[config.mk]
export PLATFORM = sky130hd
export DESIGN_NAME = fetch_buf_ctrl
export DESIGN_NICKNAME = d
export VERILOG_FILES = /design/src/rtl/fetch_buf_ctrl.sv
export SDC_FILE = /design/constraint.sdc
export NUM_CORES = 1
export LEC_CHECK = 0
export ABC_AREA = 0
export BUFFER_PORTS_ARGS = -buffer_cell sky130_fd_sc_hd__buf_2
export CELL_PAD_IN_SITES_DETAIL_PLACEMENT = 0
export CELL_PAD_IN_SITES_GLOBAL_PLACEMENT = 1
export CORE_ASPECT_RATIO = 1.1
export CORE_MARGIN = 10
export CORE_UTILIZATION = 40
export CTS_CLUSTER_SIZE = 16
export DETAILED_ROUTE_END_ITERATION = 8
export PLACE_DENSITY_LB_ADDON = 0.1
export SYNTH_ARGS = -nofsm -noshare
export SYNTH_HDL_FRONTEND = slang
export SYNTH_SLANG_ARGS = --single-unit
[constraint.sdc]
create_clock -name clk -period 21 [get_ports clk]
set_input_delay 6.3 -clock clk [delete_from_list [all_inputs] [get_ports clk]]
set_output_delay 6.3 -clock clk [all_outputs]
set_load 0.03 [all_outputs]
[src/rtl/fetch_buf_ctrl.sv]
// Instruction fetch buffer controller: a circular {pc, inst} queue that takes up to two
// instructions per cycle from fetch and issues up to two per cycle toward decode.
module fetch_buf_ctrl #(
  parameter int unsigned DEPTH = 8,
  parameter int unsigned PTR_W = 3
) (
  input  logic              clk,
  input  logic              rstn,
  input  logic              flush,
  input  logic              stall,
  input  logic              if_valid,
  output logic              if_ready,
  input  logic [1:0]        if_cnt,
  input  logic [31:0]       if_pc,
  input  logic [31:0]       if_inst0,
  input  logic [31:0]       if_inst1,
  input  logic              id_ready,
  output logic              id_valid,
  output logic [1:0]        id_cnt,
  output logic [31:0]       id_inst0,
  output logic [31:0]       id_inst1,
  output logic [31:0]       id_pc0,
  output logic [31:0]       id_pc1,
  output logic              buf_empty,
  output logic              buf_full,
  output logic [PTR_W:0]    buf_count
);

  localparam logic [31:0] INST_NOP = 32'h0340_0000;
  localparam int unsigned CNT_W    = PTR_W + 1;

  logic [31:0]      mem_pc_q   [DEPTH];
  logic [31:0]      mem_inst_q [DEPTH];
  logic [PTR_W-1:0] head_q, head_d, tail_q, tail_d;
  logic [PTR_W-1:0] head_nxt, tail_nxt;
  logic [CNT_W-1:0] count_q, count_d;
  logic             push, pop;
  logic [1:0]       push_n, pop_n, avail;

  // Pointers are PTR_W bits wide, so +1 / +2 wrap modulo DEPTH for free.
  assign head_nxt = head_q + PTR_W'(1);
  assign tail_nxt = tail_q + PTR_W'(1);

  assign buf_empty = (count_q == '0);
  assign buf_full  = (count_q == CNT_W'(DEPTH));
  assign buf_count = count_q;

  // Room for a two-wide push is required even when only one instruction arrives.
  assign if_ready = !flush && (count_q <= CNT_W'(DEPTH - 2));
  assign push     = if_valid && if_ready && ((if_cnt == 2'd1) || (if_cnt == 2'd2));
  assign push_n   = push ? if_cnt : 2'd0;

  assign avail    = (count_q >= CNT_W'(2)) ? 2'd2 : count_q[1:0];
  assign id_cnt   = (!flush && !stall) ? avail : 2'd0;
  assign id_valid = (id_cnt != 2'd0);
  assign pop      = id_valid && id_ready;
  assign pop_n    = pop ? id_cnt : 2'd0;

  // Show-ahead view of head and head+1; empty slots read as NOP at pc 0.
  always_comb begin
    id_inst0 = INST_NOP;
    id_pc0   = 32'd0;
    id_inst1 = INST_NOP;
    id_pc1   = 32'd0;
    if (!buf_empty) begin
      id_inst0 = mem_inst_q[head_q];
      id_pc0   = mem_pc_q[head_q];
    end
    if (id_cnt == 2'd2) begin
      id_inst1 = mem_inst_q[head_nxt];
      id_pc1   = mem_pc_q[head_nxt];
    end
  end

  always_comb begin
    head_d  = head_q + PTR_W'(pop_n);
    tail_d  = tail_q + PTR_W'(push_n);
    count_d = count_q + CNT_W'(push_n) - CNT_W'(pop_n);
    if (flush) begin
      head_d  = '0;
      tail_d  = '0;
      count_d = '0;
    end
  end

  always_ff @(posedge clk or negedge rstn) begin
    if (!rstn) begin
      head_q  <= '0;
      tail_q  <= '0;
      count_q <= '0;
    end else begin
      head_q  <= head_d;
      tail_q  <= tail_d;
      count_q <= count_d;
    end
  end

  // Entry storage needs no reset: occupancy gates every read.
  always_ff @(posedge clk) begin
    if (push) begin
      mem_pc_q[tail_q]   <= if_pc;
      mem_inst_q[tail_q] <= if_inst0;
      if (if_cnt == 2'd2) begin
        mem_pc_q[tail_nxt]   <= if_pc + 32'd4;
        mem_inst_q[tail_nxt] <= if_inst1;
      end
    end
  end

endmodule
# [Yosys cells after proc, flatten, opt, wreduce, memory -nomap -nowiden]
# Memory sizes are Yosys's and may differ from the RTL's.
# Index checks and enable logic that the tools add are counted.
# Widths: inputs -> output; s select.
[totals] word_cells=44 ramBits=512 latch_bits=0 inputBits=104 mem_bits_ro=0 output_inout_bits=138 n_memories=2 ff_bits=10
[classes] magnitude_cmp=2 n_bitwise=0 add_sub_neg=7 n_shift=0 n_reduce_logical=10 div=0 n_mul=0 muxes=16 eq_ne=4
[memory_table] memory="mem_inst_q" depth=8 word_bits=32 rd=2 rd_ports_with_merged_regs=0 write_ports=2 line="33" text="logic [31:0] mem_inst_q [DEPTH];"
[memory_table] memory="mem_pc_q" depth=8 word_bits=32 rd=2 rd_ports_with_merged_regs=0 write_ports=2 line="32" text="logic [31:0] mem_pc_q [DEPTH];"
[ops] cell="$mux 32" count=4
[ops] cell="$add 32x3->32 const B" count=1
[ops] cell="$mux 2" count=4
[ops] cell="$add 3x1->3 const B" count=2
[ops] cell="$add 3x2->3" count=2
[ops] cell="$mux 3" count=2
[ops] cell="$logic_and 1x1->1" count=5
[ops] cell="$mux 1" count=5
[ops] cell="$add 4x2->4" count=1
[ops] cell="$eq 2x2->1 const B" count=2
[ops] cell="$eq 4x4->1 const B" count=1
[ops] cell="$ge 4x2->1 const B" count=1
[ops] cell="$le 4x3->1 const B" count=1
[ops] cell="$logic_not 4->1" count=1
[ops] cell="$mux 4" count=1
[ops] cell="$sub 4x2->4" count=1
[ops] cell="$eq 2x1->1 const B" count=1
[ops] cell="$logic_not 1->1" count=2
[ops] cell="$reduce_bool 2->1" count=1
[ops] cell="$logic_or 1x1->1" count=1

# [Longest topological paths before layout]
[depth] depth_word=8 mapped_depth=14 mapped_depth_nobuf=14

# [Worst setup path after synthesis]
# Ideal clock, no wire load.
[synth_path] kind="input -> register" start="input flush" end="memory mem_inst_q[0][0], enable pin" setup_time_ps=661 n_path_buf=1 required_ps=20339 arrival_time_ps=13734 setup_slack_ps=6606 cell_stages=5 path_cell_list="a311o_1 > buf_2 > inv_1 > nand2_1 > o41ai_1"
[synth_lines] item="from (decl)" line="9" text="input logic flush,"
[synth_lines] item="to (decl)" line="33"

# [Worst setup path in the final report]
[layout_path] start="input flush" end="output id_inst1[22]"
[layout_via] elab_chain_len=5
[layout_rtl] item="$logic_not 1->1" line="54" text="assign id_cnt = (!flush && !stall) ? avail : 2'd0;"
[layout_rtl] item="$logic_and 1x1->1" line="54"
[layout_rtl] item="$mux 2" line="54"
[layout_rtl] item="$eq 2x2->1" line="69" text="if (id_cnt == 2'd2) begin"
[layout_rtl] item="$mux 32" line="69"
[layout_rtl] item="to (decl)" line="21" text="output logic [31:0] id_inst1,"
# Every way passes these cells.

==> flow_summary.html <==
<table>
<tr><th>Metric</th><th>Value</th></tr>
<tr><th colspan="2">Power</th></tr>
<tr><td>Comb pwr share</td><td>21.6%</td></tr>
<tr><td>Ratio of total power to cell area</td><td>77.5 mW/mm^2</td></tr>
<tr><td>Leakage power</td><td>12.7 nW</td></tr>
<tr><td>Switching share of total power</td><td>31.6%</td></tr>
<tr><td>Internal power</td><td>1.85 mW</td></tr>
<tr><td>IR drop worst, VDD</td><td>0.0598 mV</td></tr>
<tr><td>Fraction of power consumed by the clock network</td><td>35.0%</td></tr>
<tr><td>Sequential Power Share</td><td>43.3%</td></tr>
<tr><td>Switching power</td><td>857 uW</td></tr>
<tr><th colspan="2">Synth</th></tr>
<tr><td>Flip-flop and latch count after synthesis</td><td>522</td></tr>
<tr><td>Top cell type by total area after synthesis</td><td>edfxtp_1</td></tr>
<tr><td>Share of cell area taken by muxes after synthesis</td><td>20.4%</td></tr>
<tr><td>Combinational family with the most area after synthesis</td><td>multiplexers</td></tr>
<tr><td>Gate Count Post-Synth</td><td>2,783</td></tr>
<tr><td>Cell types occupying the most area after synthesis</td><td>edfxtp_1 (49%), mux4_2 (18%), nand2_1 (12%), xor2_1 (4.3%), nor2_1 (2.8%)</td></tr>
<tr><td>Synthesized netlist net count</td><td>2,904</td></tr>
<tr><td>Area fraction in compound gates after synthesis</td><td>1.29%</td></tr>
<tr><td>Simple-gate share of the synthesized area</td><td>16.7%</td></tr>
<tr><td>Mean instance size in the synthesized netlist</td><td>11.3 um^2</td></tr>
<tr><td>EDFF count, synth</td><td>512</td></tr>
<tr><td>Arithmetic-cell share of the synthesized area counting full adders, half adders and majority gates</td><td>0.773%</td></tr>
<tr><td>Xor/xnor share of the synthesized area</td><td>6.67%</td></tr>
<tr><td>Share of Yosys cell area claimed by the top area cell type</td><td>49.0%</td></tr>
<tr><td>Fraction of registers with async set or reset after synthesis</td><td>1.92%</td></tr>
<tr><td>Number of different library cells in the post-synthesis netlist</td><td>48</td></tr>
<tr><td>Synthesized cell area</td><td>0.0314 mm^2</td></tr>
<tr><td>Primary flip-flop cell chosen by synthesis mapping</td><td>edfxtp_1</td></tr>
<tr><td>Yosys Warn Count</td><td>0</td></tr>
<tr><td>Share of synthesized area occupied by flip-flops and latches</td><td>49.8%</td></tr>
<tr><th colspan="2">Worst setup path</th></tr>
<tr><td>Crit path arrival time</td><td>8410 ps</td></tr>
<tr><td>Delay of the slowest critical-path stage</td><td>570 ps</td></tr>
<tr><td>Most frequent cell on the critical path</td><td>buf_2</td></tr>
<tr><td>Critical path peak fanout</td><td>63</td></tr>
<tr><td>Cell-by-cell trace of the critical path</td><td>buf_2 &gt; nor2_1 &gt; nand2_4 &gt; inv_1 &gt; nand3_1 &gt; buf_2</td></tr>
<tr><td>Required time at the worst-slack endpoint</td><td>14,700 ps</td></tr>
<tr><td>Startpoint types</td><td>primary input</td></tr>
<tr><td>Path type of the worst setup path</td><td>in2out</td></tr>
<tr><td>Kind of end point of the critical path</td><td>output pin</td></tr>
<tr><td>Slowest stage cell, crit path</td><td>inv_1</td></tr>
<tr><th colspan="2">Global route</th></tr>
<tr><td>Pin count of the biggest net entering global routing</td><td>146</td></tr>
<tr><td>First-pass GRT wire length</td><td>159 mm</td></tr>
<tr><td>All-Layer GR Usage</td><td>24.0%</td></tr>
<tr><td>Initial antenna violation count</td><td>20</td></tr>
<tr><td>Grt total ovfl</td><td>0</td></tr>
<tr><td>Via count of the first global-routing pass</td><td>23,000</td></tr>
<tr><th colspan="2">Timing</th></tr>
<tr><td>Post-route fraction of the period consumed by the critical path</td><td>70.0%</td></tr>
<tr><td>Relative slew slack</td><td>19.5%</td></tr>
<tr><td>Final setup violating endpoints</td><td>0</td></tr>
<tr><td>Minimum period implied by the final worst setup slack</td><td>14,710 ps</td></tr>
<tr><td>Actual transition at the worst max-transition pin</td><td>1200 ps</td></tr>
<tr><td>Fmax achieved</td><td>68.0 MHz</td></tr>
<tr><td>Max-slew violation count</td><td>0</td></tr>
<tr><td>Post-route clock skew</td><td>18.1 ps</td></tr>
<tr><td>Hold Fails Final Rpt</td><td>0</td></tr>
<tr><td>Total negative slack for setup checks</td><td>0 ps</td></tr>
<tr><td>RSZ-0062 raised after global routing</td><td>false</td></tr>
<tr><th colspan="2">Detailed routing</th></tr>
<tr><td>Final WL</td><td>110 mm</td></tr>
<tr><td>Post-route DRC</td><td>0</td></tr>
<tr><td>Routed length per placed instance</td><td>27.8 um</td></tr>
<tr><td>Overall via count from detail_route</td><td>22,400</td></tr>
<tr><td>Number of iterations in the first detailed-routing pass</td><td>7</td></tr>
<tr><td>Post-DRT Antenna Nets</td><td>0</td></tr>
<tr><td>Via count normalized by instance count</td><td>5.66</td></tr>
<tr><td>Drt first-iter violations</td><td>2,247</td></tr>
<tr><th colspan="2">Job</th></tr>
<tr><td>Reported max-cap violation count</td><td>0</td></tr>
<tr><th colspan="2">Final layout</th></tr>
<tr><td>Layout-stage area growth over the synthesis result</td><td>11.4%</td></tr>
<tr><td>Number of nets in the final layout</td><td>2,981</td></tr>
<tr><td>Most common cell after layout, fill and taps aside</td><td>nand2_1</td></tr>
<tr><td>Layout cells sized above 1</td><td>23.2%</td></tr>
<tr><td>Most used cells in the layout excluding fill and tap cells</td><td>nand2_1 (994), edfxtp_1 (512), mux4_2 (256)</td></tr>
<tr><td>Non-filler instance count after layout</td><td>3,953</td></tr>
<tr><th colspan="2">Placement</th></tr>
<tr><td>Total placed cells including tap cells</td><td>3,834</td></tr>
<tr><td>Estimated wirelength of the detail-placed design</td><td>64.2 mm</td></tr>
<tr><td>Number of buffer cells added on primary ports</td><td>241</td></tr>
<tr><td>Placer's final routability congestion estimate</td><td>0.794</td></tr>
<tr><th colspan="2">Clocking</th></tr>
<tr><td>Clock net sink count</td><td>522</td></tr>
<tr><td>CTS tree</td><td>done</td></tr>
<tr><td>CTS HTree Levels</td><td>2</td></tr>
<tr><td>Clock transition time at the flip-flop clock pins of the worst setup and hold paths</td><td>60 ps</td></tr>
<tr><td>Maximum buffer depth of the clock tree</td><td>3</td></tr>
<tr><td>Insertion delay of the later-clocked pin in the worst-skew pair</td><td>630 ps</td></tr>
<tr><td>Quantity of hold-fixing buffers added after cts</td><td>0</td></tr>
<tr><td>Number of clock buffers inserted by TritonCTS</td><td>59</td></tr>
<tr><td>Clk Tree Root Cell</td><td>clkbuf_16</td></tr>
<tr><td>Number of buffers added for setup after CTS</td><td>0</td></tr>
<tr><td>Post-cts sizing count</td><td>0</td></tr>
<tr><th colspan="2">Floorplan</th></tr>
<tr><td>DIE AREA</td><td>0.0901 mm^2</td></tr>
<tr><td>Ports placed on the boundary</td><td>242</td></tr>
<tr><td>DIE WIDTH</td><td>287 um</td></tr>
<tr><td>Starting utilization of the core area</td><td>40.4%</td></tr>
<tr><td>Die Ht</td><td>314 um</td></tr>
<tr><td>Row Count</td><td>107</td></tr>
<tr><td>Core ar.</td><td>0.0776 mm^2</td></tr>
<tr><th colspan="2">Hold path</th></tr>
<tr><td>HP Class</td><td>reg2reg</td></tr>
<tr><th colspan="2">Run status</th></tr>
<tr><td>Outcome</td><td>complete, no violations</td></tr>
</table>
[state kept, by name (all words and copies together) (netlist names)]
register / cells
mem_pc_q: 256
buf_count: 4
mem_inst_q: 256
head_q: 3
tail_q: 3
[synthesized netlist by cell type (all sizes together), types with 3 or more instances]
master and count:
o31ai 4, nand2 995, nor3 11, inv 18, a21oi 62, mux2i 64
nand3 17, o21ai 6, mux4 256, nor2 239, nand4 11, buf 180
edfxtp 512, fa 4, or3 11, ha 13, nor2b 6, xnor2 84
xor2 155, and4 4, clkbuf 97, and3 3, nor4 4, dfrtp 10
or2 4
[cell type report]
| cell class | instances | area (um^2) |
|---|---|---|
| well taps | 1035 | 1290 |
| multi-input cells | 1966 | 14600 |
| diodes | 12 | 30.0 |
| fillers | 7198 | 42700 |
| clock inverters | 36 | 179 |
| inverters | 18 | 67.6 |
| clock buffers | 71 | 1540 |
| repair buffers | 293 | 1610 |
| flip-flops and latches | 522 | 15600 |
[critical path: cells and delay by family]
kind | cells | cell delay [ps]
buf+inv | 3 | 1000
simple gates | 3 | 1010
[path summary, 6_finish.rpt]
path | start | to | slack [ps] | cells after the start
max in group asynchronous | rstn | head_q[1] | 15240 | 1
min | tail_q[2] | tail_q[2] | 850 | 2
min in group asynchronous | rstn | head_q[0] | 5530 | 1
max reg2reg | buf_count[2] | buf_count[3] | 16810 | 14
max | flush | id_inst1[22] | 6290 | 6
min reg2reg | tail_q[2] | tail_q[2] | 850 | 2
[per-stage QoR]
stage	setup WS, ps	hold WS, ps	power, mW	instance area (um^2)	util (%)
3_5_place_dp	6270	837	1.79	33200	42.8
2_1_floorplan	6610	593	1.59	31400	-
3_3_place_gp	6340	815	1.78	33200	42.8
4_1_cts	6280	853	2.73	35000	45.0
5_1_grt	6130	916	2.81	35000	45.0
6_report	6290	848	2.71	35000	45.1
[cells by family after synthesis]
group | after synthesis
buffers and inverters | 295
adder cells (fa/ha/maj) | 17
XOR/XNOR | 239
flip-flops | 522
AND/OR/NAND/NOR | 1314
AO/OA/AOI/OAI | 76
multiplexers | 320
[layer usage]
metal	wire length, um	vias up	GRT usage (%)
met3	8820	222	4.82
met2	54200	962	40.6
met4	3350	10	8.19
met5	58	-	0
li1	-	9837	-
met1	43500	11400	30.4
[power by group through the flow]
stage                     Sequential (mW)  Clock [mW]  Combinational (mW)
after floorplan                      1.19           0               0.392
after global placement               1.20           0               0.588
after detailed placement             1.20           0               0.592
after CTS                            1.17       0.964               0.594
after global routing                 1.18        1.00               0.629
final                                1.17       0.950               0.587
Note: power is estimated with default switching activity, not from simulation.
